--- src/rtl/child_rr_arbiter_pkg.sv ---
// rtl/child_rr_arbiter_pkg.sv - shared state enum and default constants for child_rr_arbiter
package child_rr_arbiter_pkg;

   typedef enum logic [1:0] {
      IDLE  = 2'd0,
      GRANT = 2'd1,
      GAP   = 2'd2
   } arb_state_t;

   localparam int N_REQ_DEF    = 5;
   localparam int MAX_HOLD_DEF = 15;

endpackage

--- src/rtl/child_rr_arbiter_rr_pick.sv ---
// rtl/child_rr_arbiter_rr_pick.sv - combinational round-robin picker: first set req bit at or after ptr
module rr_pick #(
   parameter int N = 5
) (
   input  logic [N-1:0] req,
   input  logic [2:0]   ptr,
   output logic [2:0]   winner,
   output logic         valid
);

   int idx;

   // Scan from the farthest candidate back to ptr so the closest hit wins.
   always_comb begin
      winner = 3'd0;
      valid  = 1'b0;
      idx    = 0;
      for (int k = N - 1; k >= 0; k--) begin
         idx = (int'(ptr) + k) % N;
         if (req[idx]) begin
            winner = 3'(idx);
            valid  = 1'b1;
         end
      end
   end

endmodule

--- src/rtl/child_rr_arbiter.sv ---
// rtl/child_rr_arbiter.sv - round-robin arbiter with bounded grant tenure and a one-cycle handover gap
module child_rr_arbiter
   import child_rr_arbiter_pkg::*;
#(
   parameter int N_REQ    = N_REQ_DEF,
   parameter int MAX_HOLD = MAX_HOLD_DEF
) (
   input  logic             clk,
   input  logic             rst_n,
   input  logic [N_REQ-1:0] req,
   input  logic             done,
   output logic [N_REQ-1:0] gnt,
   output logic [2:0]       gnt_id,
   output logic             busy,
   output logic             timeout
);

   localparam int             CW       = $clog2(MAX_HOLD + 1);
   localparam logic [CW-1:0]  HOLD_MAX = CW'(MAX_HOLD);
   localparam logic [2:0]     LAST_IDX = 3'(N_REQ - 1);

   arb_state_t    state;
   logic [2:0]    ptr;
   logic [CW-1:0] cnt;
   logic [2:0]    win;
   logic          win_vld;
   logic          owner_req;

   rr_pick #(.N(N_REQ)) u_pick (
      .req    (req),
      .ptr    (ptr),
      .winner (win),
      .valid  (win_vld)
   );

   // gnt is one-hot while granted, so masking req with it isolates the owner's bit.
   assign owner_req = |(req & gnt);

   always_ff @(posedge clk or negedge rst_n) begin
      if (!rst_n) begin
         state   <= IDLE;
         gnt     <= '0;
         gnt_id  <= 3'd0;
         busy    <= 1'b0;
         timeout <= 1'b0;
         ptr     <= 3'd0;
         cnt     <= '0;
      end else begin
         timeout <= 1'b0;
         case (state)
            IDLE: begin
               if (win_vld) begin
                  state  <= GRANT;
                  gnt    <= N_REQ'(1) << win;
                  gnt_id <= win;
                  busy   <= 1'b1;
                  cnt    <= CW'(1);
                  ptr    <= (win == LAST_IDX) ? 3'd0 : win + 3'd1;
               end
            end
            GRANT: begin
               if (done || !owner_req || cnt == HOLD_MAX) begin
                  // Only pure expiry reaches here with done low and the owner still requesting.
                  state   <= GAP;
                  gnt     <= '0;
                  busy    <= 1'b0;
                  cnt     <= '0;
                  timeout <= !done && owner_req;
               end else begin
                  cnt <= cnt + CW'(1);
               end
            end
            GAP: begin
               state <= IDLE;
            end
            default: begin
               state <= IDLE;
            end
         endcase
      end
   end

endmodule
--- config.mk ---
export PLATFORM = sky130hd
export DESIGN_NAME = child_rr_arbiter
export DESIGN_NICKNAME = d
export VERILOG_FILES = /design/src/rtl/child_rr_arbiter_pkg.sv /design/src/rtl/child_rr_arbiter_rr_pick.sv /design/src/rtl/child_rr_arbiter.sv
export SDC_FILE = /design/constraint.sdc
export NUM_CORES = 1
export LEC_CHECK = 0
export ABC_AREA = 1
export ABC_CLOCK_PERIOD_IN_PS = 7100
export CAP_MARGIN = 15
export CORE_UTILIZATION = 64
export DETAILED_ROUTE_END_ITERATION = 10
export GPL_TIMING_DRIVEN = 0
export PLACE_DENSITY = 0.86
export SYNTH_ARGS = -nofsm -noshare
export SYNTH_HDL_FRONTEND = slang
export SYNTH_HIERARCHICAL = 1
export SYNTH_SLANG_ARGS = --single-unit
--- constraint.sdc ---
create_clock -name clk -period 7.1 [get_ports clk]
set_input_delay 2.13 -clock clk [delete_from_list [all_inputs] [get_ports clk]]
set_output_delay 2.13 -clock clk [all_outputs]
set_load 0.02 [all_outputs]
---- Word-level counts from Yosys, hierarchy flattened ----
Index checks and enable logic that the tools add are counted.
storage, ports and cells
  register bits ........................... 19
  bits of input ports ..................... 8
  word-level logic and storage cells ...... 82
operators by class
  $add $sub $neg .......................... 6
  divide/modulo/power cells ............... 5
  magnitude comparators ................... 5
  equality and inequality tests ........... 5
  shift-type cells ........................ 1
  muxes and demuxes ....................... 40
  bitwise operators ....................... 1
  reductions and logical operators ........ 12
operator list
  kind                                                          count
  less-than comparator 32 x 5 -> 1 bit (second input constant)  5
  modulo 32 x 4 -> 32 bit (second input constant)               4
  modulo 4 x 4 -> 32 bit (second input constant)                1
  2-to-1 mux 1 bit                                              19
  2-to-1 mux 3 bit                                              6
  binary-select mux 1 bit (select 3 bit)                        5
  2-to-1 mux 5 bit                                              2
  case mux 5 bit (2 select lines)                               1
  adder 3 x 2 -> 4 bit (second input constant)                  2
  2-to-1 mux 4 bit                                              2
  case mux 4 bit (2 select lines)                               1
  AND reduction 2 bit                                           3
  bitwise AND 5 bit                                             1
  OR reduction 5 bit                                            1
  left shift 1 x 3 -> 5 bit (first input constant)              1
  adder 3 x 1 -> 4 bit (second input constant)                  1
  adder 3 x 3 -> 4 bit (second input constant)                  1
  adder 4 x 1 -> 4 bit (second input constant)                  1
  == test 4 bit (second input constant)                         1
  2-to-1 mux 2 bit                                              2
  case mux 2 bit (2 select lines)                               1
  adder 3 x 1 -> 3 bit (second input constant)                  1
  == test 3 bit (second input constant)                         1
  AND reduction 3 bit                                           1
  other kinds (9)                                               11

---- Longest topological paths before layout ----
  depth in word-level cells ............... 13
  gate-level depth with buffers ........... 30
  mapped depth without buffers ............ 29

---- Cells and area by module ----
Netlist, hierarchy kept.
by module, submodules not included
  module            instances  cells each  area an instance (um2)  sequential area each (um2)
  rr_pick           1          243         1,407.6                 0.0
  child_rr_arbiter  1          108         939.7                   475.5

---- Worst setup path before layout ----
No wires, ideal clock.
  path type ............................... register to register
  from .................................... reg ptr[0]
  to ...................................... reg ptr[2]
  data arrival time ....................... 3,831 ps
  required time ........................... 7,005 ps
  slack ................................... 3,174 ps
  stages on the path, launching flop included .. 26
  path buffers ............................ 1
  cells stage by stage .................... dfrtp_1 -> buf_6 -> clkinv_1 -> ha_1 -> inv_1 -> ha_1 -> nor2_4 -> inv_1 -> ha_1 -> o31ai_4 -> nand3_1 -> nand2_2 -> inv_2 -> nand3_2 -> nand2_2 -> nand3b_1 -> nand2_1 -> clkinv_1 -> nand2_1 -> nand2_1 -> nand2_1 -> nand2_1 -> nand2_1 -> ha_1 -> ha_1 -> o31ai_1
on the way
  word-level cells in the longest chain between the ends .. 12
RTL lines
  item                                                   line                            source
  start, declared                                        child_rr_arbiter.sv:23          logic [2:0] ptr;
  start signal, assigned                                 child_rr_arbiter.sv:58          ptr <= (win == LAST_IDX) ? 3'd0 : win + 3'd1;
  adder 3 x 3 -> 4 bit                                   child_rr_arbiter_rr_pick.sv:19  idx = (int'(ptr) + k) % N;
  modulo 32 x 4 -> 32 bit                                child_rr_arbiter_rr_pick.sv:19
  binary-select mux 1 bit (select 3 bit)                 child_rr_arbiter_rr_pick.sv:20  if (req[idx]) begin
  2-to-1 mux 1 bit (not written as such) (2 in series)   child_rr_arbiter_rr_pick.sv:20
  2-to-1 mux 3 bit (4 in series)                         child_rr_arbiter_rr_pick.sv:20
  2-to-1 mux 3 bit (*)                                   child_rr_arbiter_rr_pick.sv:20
  via win[0]                                             child_rr_arbiter.sv:25          logic [2:0] win;
  adder 3 x 1 -> 3 bit or == test 3 bit (tied branches)  child_rr_arbiter.sv:58
  2-to-1 mux 3 bit (*)                                   child_rr_arbiter.sv:58
Mark *: on every way through the listed nets, which the timed path passes. The rest lies on a longest branch. The select of a mux whose other input is x is not followed.
A chain may end at the register's enable or synchronous reset.

---- Worst setup path after layout ----
Same ends and word-level chain as after synthesis.

==> results_dict.tcl <==
set metrics [dict create \
    boundaryPins 18 \
    grt_pass1_wl_um 8670 \
    all_layer_gr_usage_pct 27.0 \
    hold_vio_cnt_final 0 \
    fmaxAchievable_ghz 0.210 \
    rsz_0062_raised_after_global_routing "no" \
    antenna_found_initial 0 \
    clock_insertion_delay_worst_skew_ns 0.30 \
    nets_in_the_synthesized_netlist 383 \
    worst-r2r-cell-count 25 \
    cts_setup_buffers 0 \
    critPathMaxFanout 11 \
    drtPass1Iterations 4 \
    post_synth_instance_area_um2 2350 \
    fin_worst_skew_ns 0.00289 \
    initial_core_util_pct 68.7 \
    category_of_the_most_critical_setup_path "reg2reg" \
    fin_hold_ws_ns 0.508 \
    run_status "completed" \
    cts_tree "yes" \
    critical_path_required_ns 7.31 \
    critical_path.most_common_cell "nand2_1" \
    worstHoldPathType "reg2reg" \
    tritoncts.num_buffers 3 \
    cpMaxStageDelayCell "dfrtp_1" \
    max-cap-violations 0 \
    place_congestion 0.890 \
    synth.ff_latch_count 19 \
    via_count 2169 \
    yosys-top-cells-area "dfrtp_1 20%, nand2_1 18%, ha_1 13%" \
    min_period_over_period_pct 67.1 \
    cts-root-buf "clkbuf_4" \
    yosysWarningCount 6 \
    drcViolationCount 0 \
    clkSinkCount 19 \
    grt_start_max_net_pins 20 \
    multi_input_area_um2 1600 \
    detailedRoute.firstIterationViolations 102 \
    flow.area_growth_from_synthesis_pct 10.8 \
    path_clk_slew_ns 0.10 \
    timing.critical_path.arrival_ns 4.98 \
    portBuffers 17 \
    fill_cells 294 \
    place_hpwl_um 3970 \
    max_root_sink_buffers 2 \
    layout.cells.most_common "nand2_1" \
    maxSlewHeadroom_pct 44.2 \
    grt-ovfl-total 0 \
    r2r_end "ptr[2]$_DFFE_PN0P_" \
    synth_sequential_area_ratio_pct 20.3 \
    critPathLaunchType "register" \
    hold_end "gnt_id[1]$_DFFE_PN0P_" \
    final_nets 405 \
    critical_path.endpoint_type "register" \
    clock_tree.htree_level_count 1 \
    hold_depth 2 \
    grt_pass1_vias 1955 \
    core_um2 3420 \
    finalCriticalPeriod_ns 4.77 \
    tightest_slew_ns 0.834 \
    final_antenna_net_count 0 \
    synthesized_area_per_cell_um2 6.69 \
    insertedDiodeCount 0 \
    critical_path_buf_inv_count 6 \
    die-width_um 62.6 \
    cpLargestDelayFamily "adder cells" \
    critical_path.max_stage_delay_ns 0.58 \
    ff_latch_area_um2 475 \
    row_count 21 \
    tns_ns 0 \
    netlist-cell-type-count 38 \
    report.final.slew_viol_count 0 \
    mostFrequentLayoutCells "111 x nand2_1, 49 x inv_1, 28 x nand3_1, 24 x ha_1, 23 x nor2_1" \
    routed_wl_um 4900 \
    fp.dieH_um 62.6 \
    dieArea_um2 3910 \
    cts_resized 0 \
    r2r_slack_ns 2.33 \
    synth_cells 351 \
    holdCritStartpoint "gnt_id[1]$_DFFE_PN0P_" \
    via_per_inst 5.19 \
    synth.largest_area_cell "dfrtp_1" \
    hold_buffers 0 \
    final_layout_size_suffix_gt1_share_pct 16.1 \
    worstReg2RegStart "ptr[0]$_DFFE_PN0P_" \
    synth_top_area_share_pct 20.3 \
    cp.depth 25 \
    setup-violations-final 0 \
    post_drt_wl_per_cell_um 11.7 \
]
[worst reg2reg max path: stages, from the launching register on]
cell,delay [ns]
dfrtp_1,0.58
buf_6,0.22
clkinv_1,0.36
ha_1,0.35
inv_1,0.09
ha_1,0.31
nor2_4,0.19
inv_1,0.06
ha_1,0.30
o31ai_4,0.39
o21bai_1,0.15
nand2_2,0.12
nor2_1,0.05
nand3_1,0.11
a21boi_1,0.25
nand2_1,0.08
nand2_1,0.08
nand2_1,0.05
nand2_1,0.05
nand2_1,0.04
nand2_1,0.17
inv_1,0.09
ha_1,0.22
nand2_1,0.08
inv_1,0.06
o31ai_1,0.22
[synthesized netlist by cell type, drive strengths merged]
| cell type | count |
|---|---|
| o221ai | 1 |
| nand3 | 38 |
| buf | 4 |
| clkinv | 2 |
| nor2 | 31 |
| inv | 56 |
| o21bai | 1 |
| o22ai | 1 |
| a22o | 1 |
| xnor2 | 3 |
| ha | 24 |
| o211ai | 3 |
| nor3 | 2 |
| nand4 | 2 |
| o21ai | 15 |
| nand3b | 3 |
| a21boi | 1 |
| o31ai | 2 |
| dfrtp | 19 |
| nor4 | 1 |
| nand2 | 132 |
| a21oi | 6 |
| xor2 | 3 |
[metal layers]
metal | routed length (µm) | vias up | part of all wire (%) | track usage (%)
li1 | - | 1144 | - | -
met1 | 2340 | 973 | 48 | 38.3
met2 | 2260 | 49 | 46 | 43.8
met3 | 288 | 3 | 5.9 | 5.84
met4 | 10 | 0 | 0.20 | 1.74
met5 | 0 | - | 0 | 0
[how the worst max path moves through the flow]
stage / start / to
4_1_cts: ptr[0]$_DFFE_PN0P_ / ptr[2]$_DFFE_PN0P_
5_1_grt: ptr[0]$_DFFE_PN0P_ / ptr[2]$_DFFE_PN0P_
3_3_place_gp: ptr[0]$_DFFE_PN0P_ / ptr[2]$_DFFE_PN0P_
6_report: ptr[0]$_DFFE_PN0P_ / ptr[2]$_DFFE_PN0P_
2_1_floorplan: ptr[0]$_DFFE_PN0P_ / ptr[2]$_DFFE_PN0P_
3_5_place_dp: ptr[0]$_DFFE_PN0P_ / ptr[2]$_DFFE_PN0P_
[through the flow]
step | instance area, µm² | cells | util, % | setup slack (ns)
final | 2600 | 418 | 76.2 | 2.33
after global routing | 2600 | 418 | 76.2 | 2.01
after CTS | 2600 | 418 | 76.2 | 2.38
after detailed placement | 2570 | 414 | 75.4 | 2.41
after global placement | 2570 | 414 | 75.4 | 2.49
after floorplan | 2350 | 351 | - | 3.17
[final cells by class]
type	count	share of cell area [%]
Sequential cell	19	18.3
Clock buffer	4	1.01
Tap cell	46	2.21
Timing Repair Buffer	17	6.54
Multi-Input combinational cell	270	61.7
Buffer	4	1.73
Inverter	58	8.56
[flip-flops by register name, indices dropped and copies added, names as in the netlist]
signal / flops
gnt: 5
ptr: 3
timeout: 1
cnt: 4
gnt_id: 3
state: 2
busy: 1
[cells by family (layout without fill, tap and decap cells)]
logic type | after synthesis | count (layout) | share of synthesized area (%)
DFF | 19 | 19 | 20.3
and+or+nand+nor | 209 | 209 | 43.1
xor gates and xnor gates | 6 | 6 | 2.88
adders and majority gates | 24 | 24 | 12.8
AOI/OAI and AO/OA | 31 | 31 | 9.60
buffers and inverters | 62 | 83 | 11.4
Power is not shown: default switching activity piles up to over one toggle a cycle in this logic, so the estimate is an artifact.
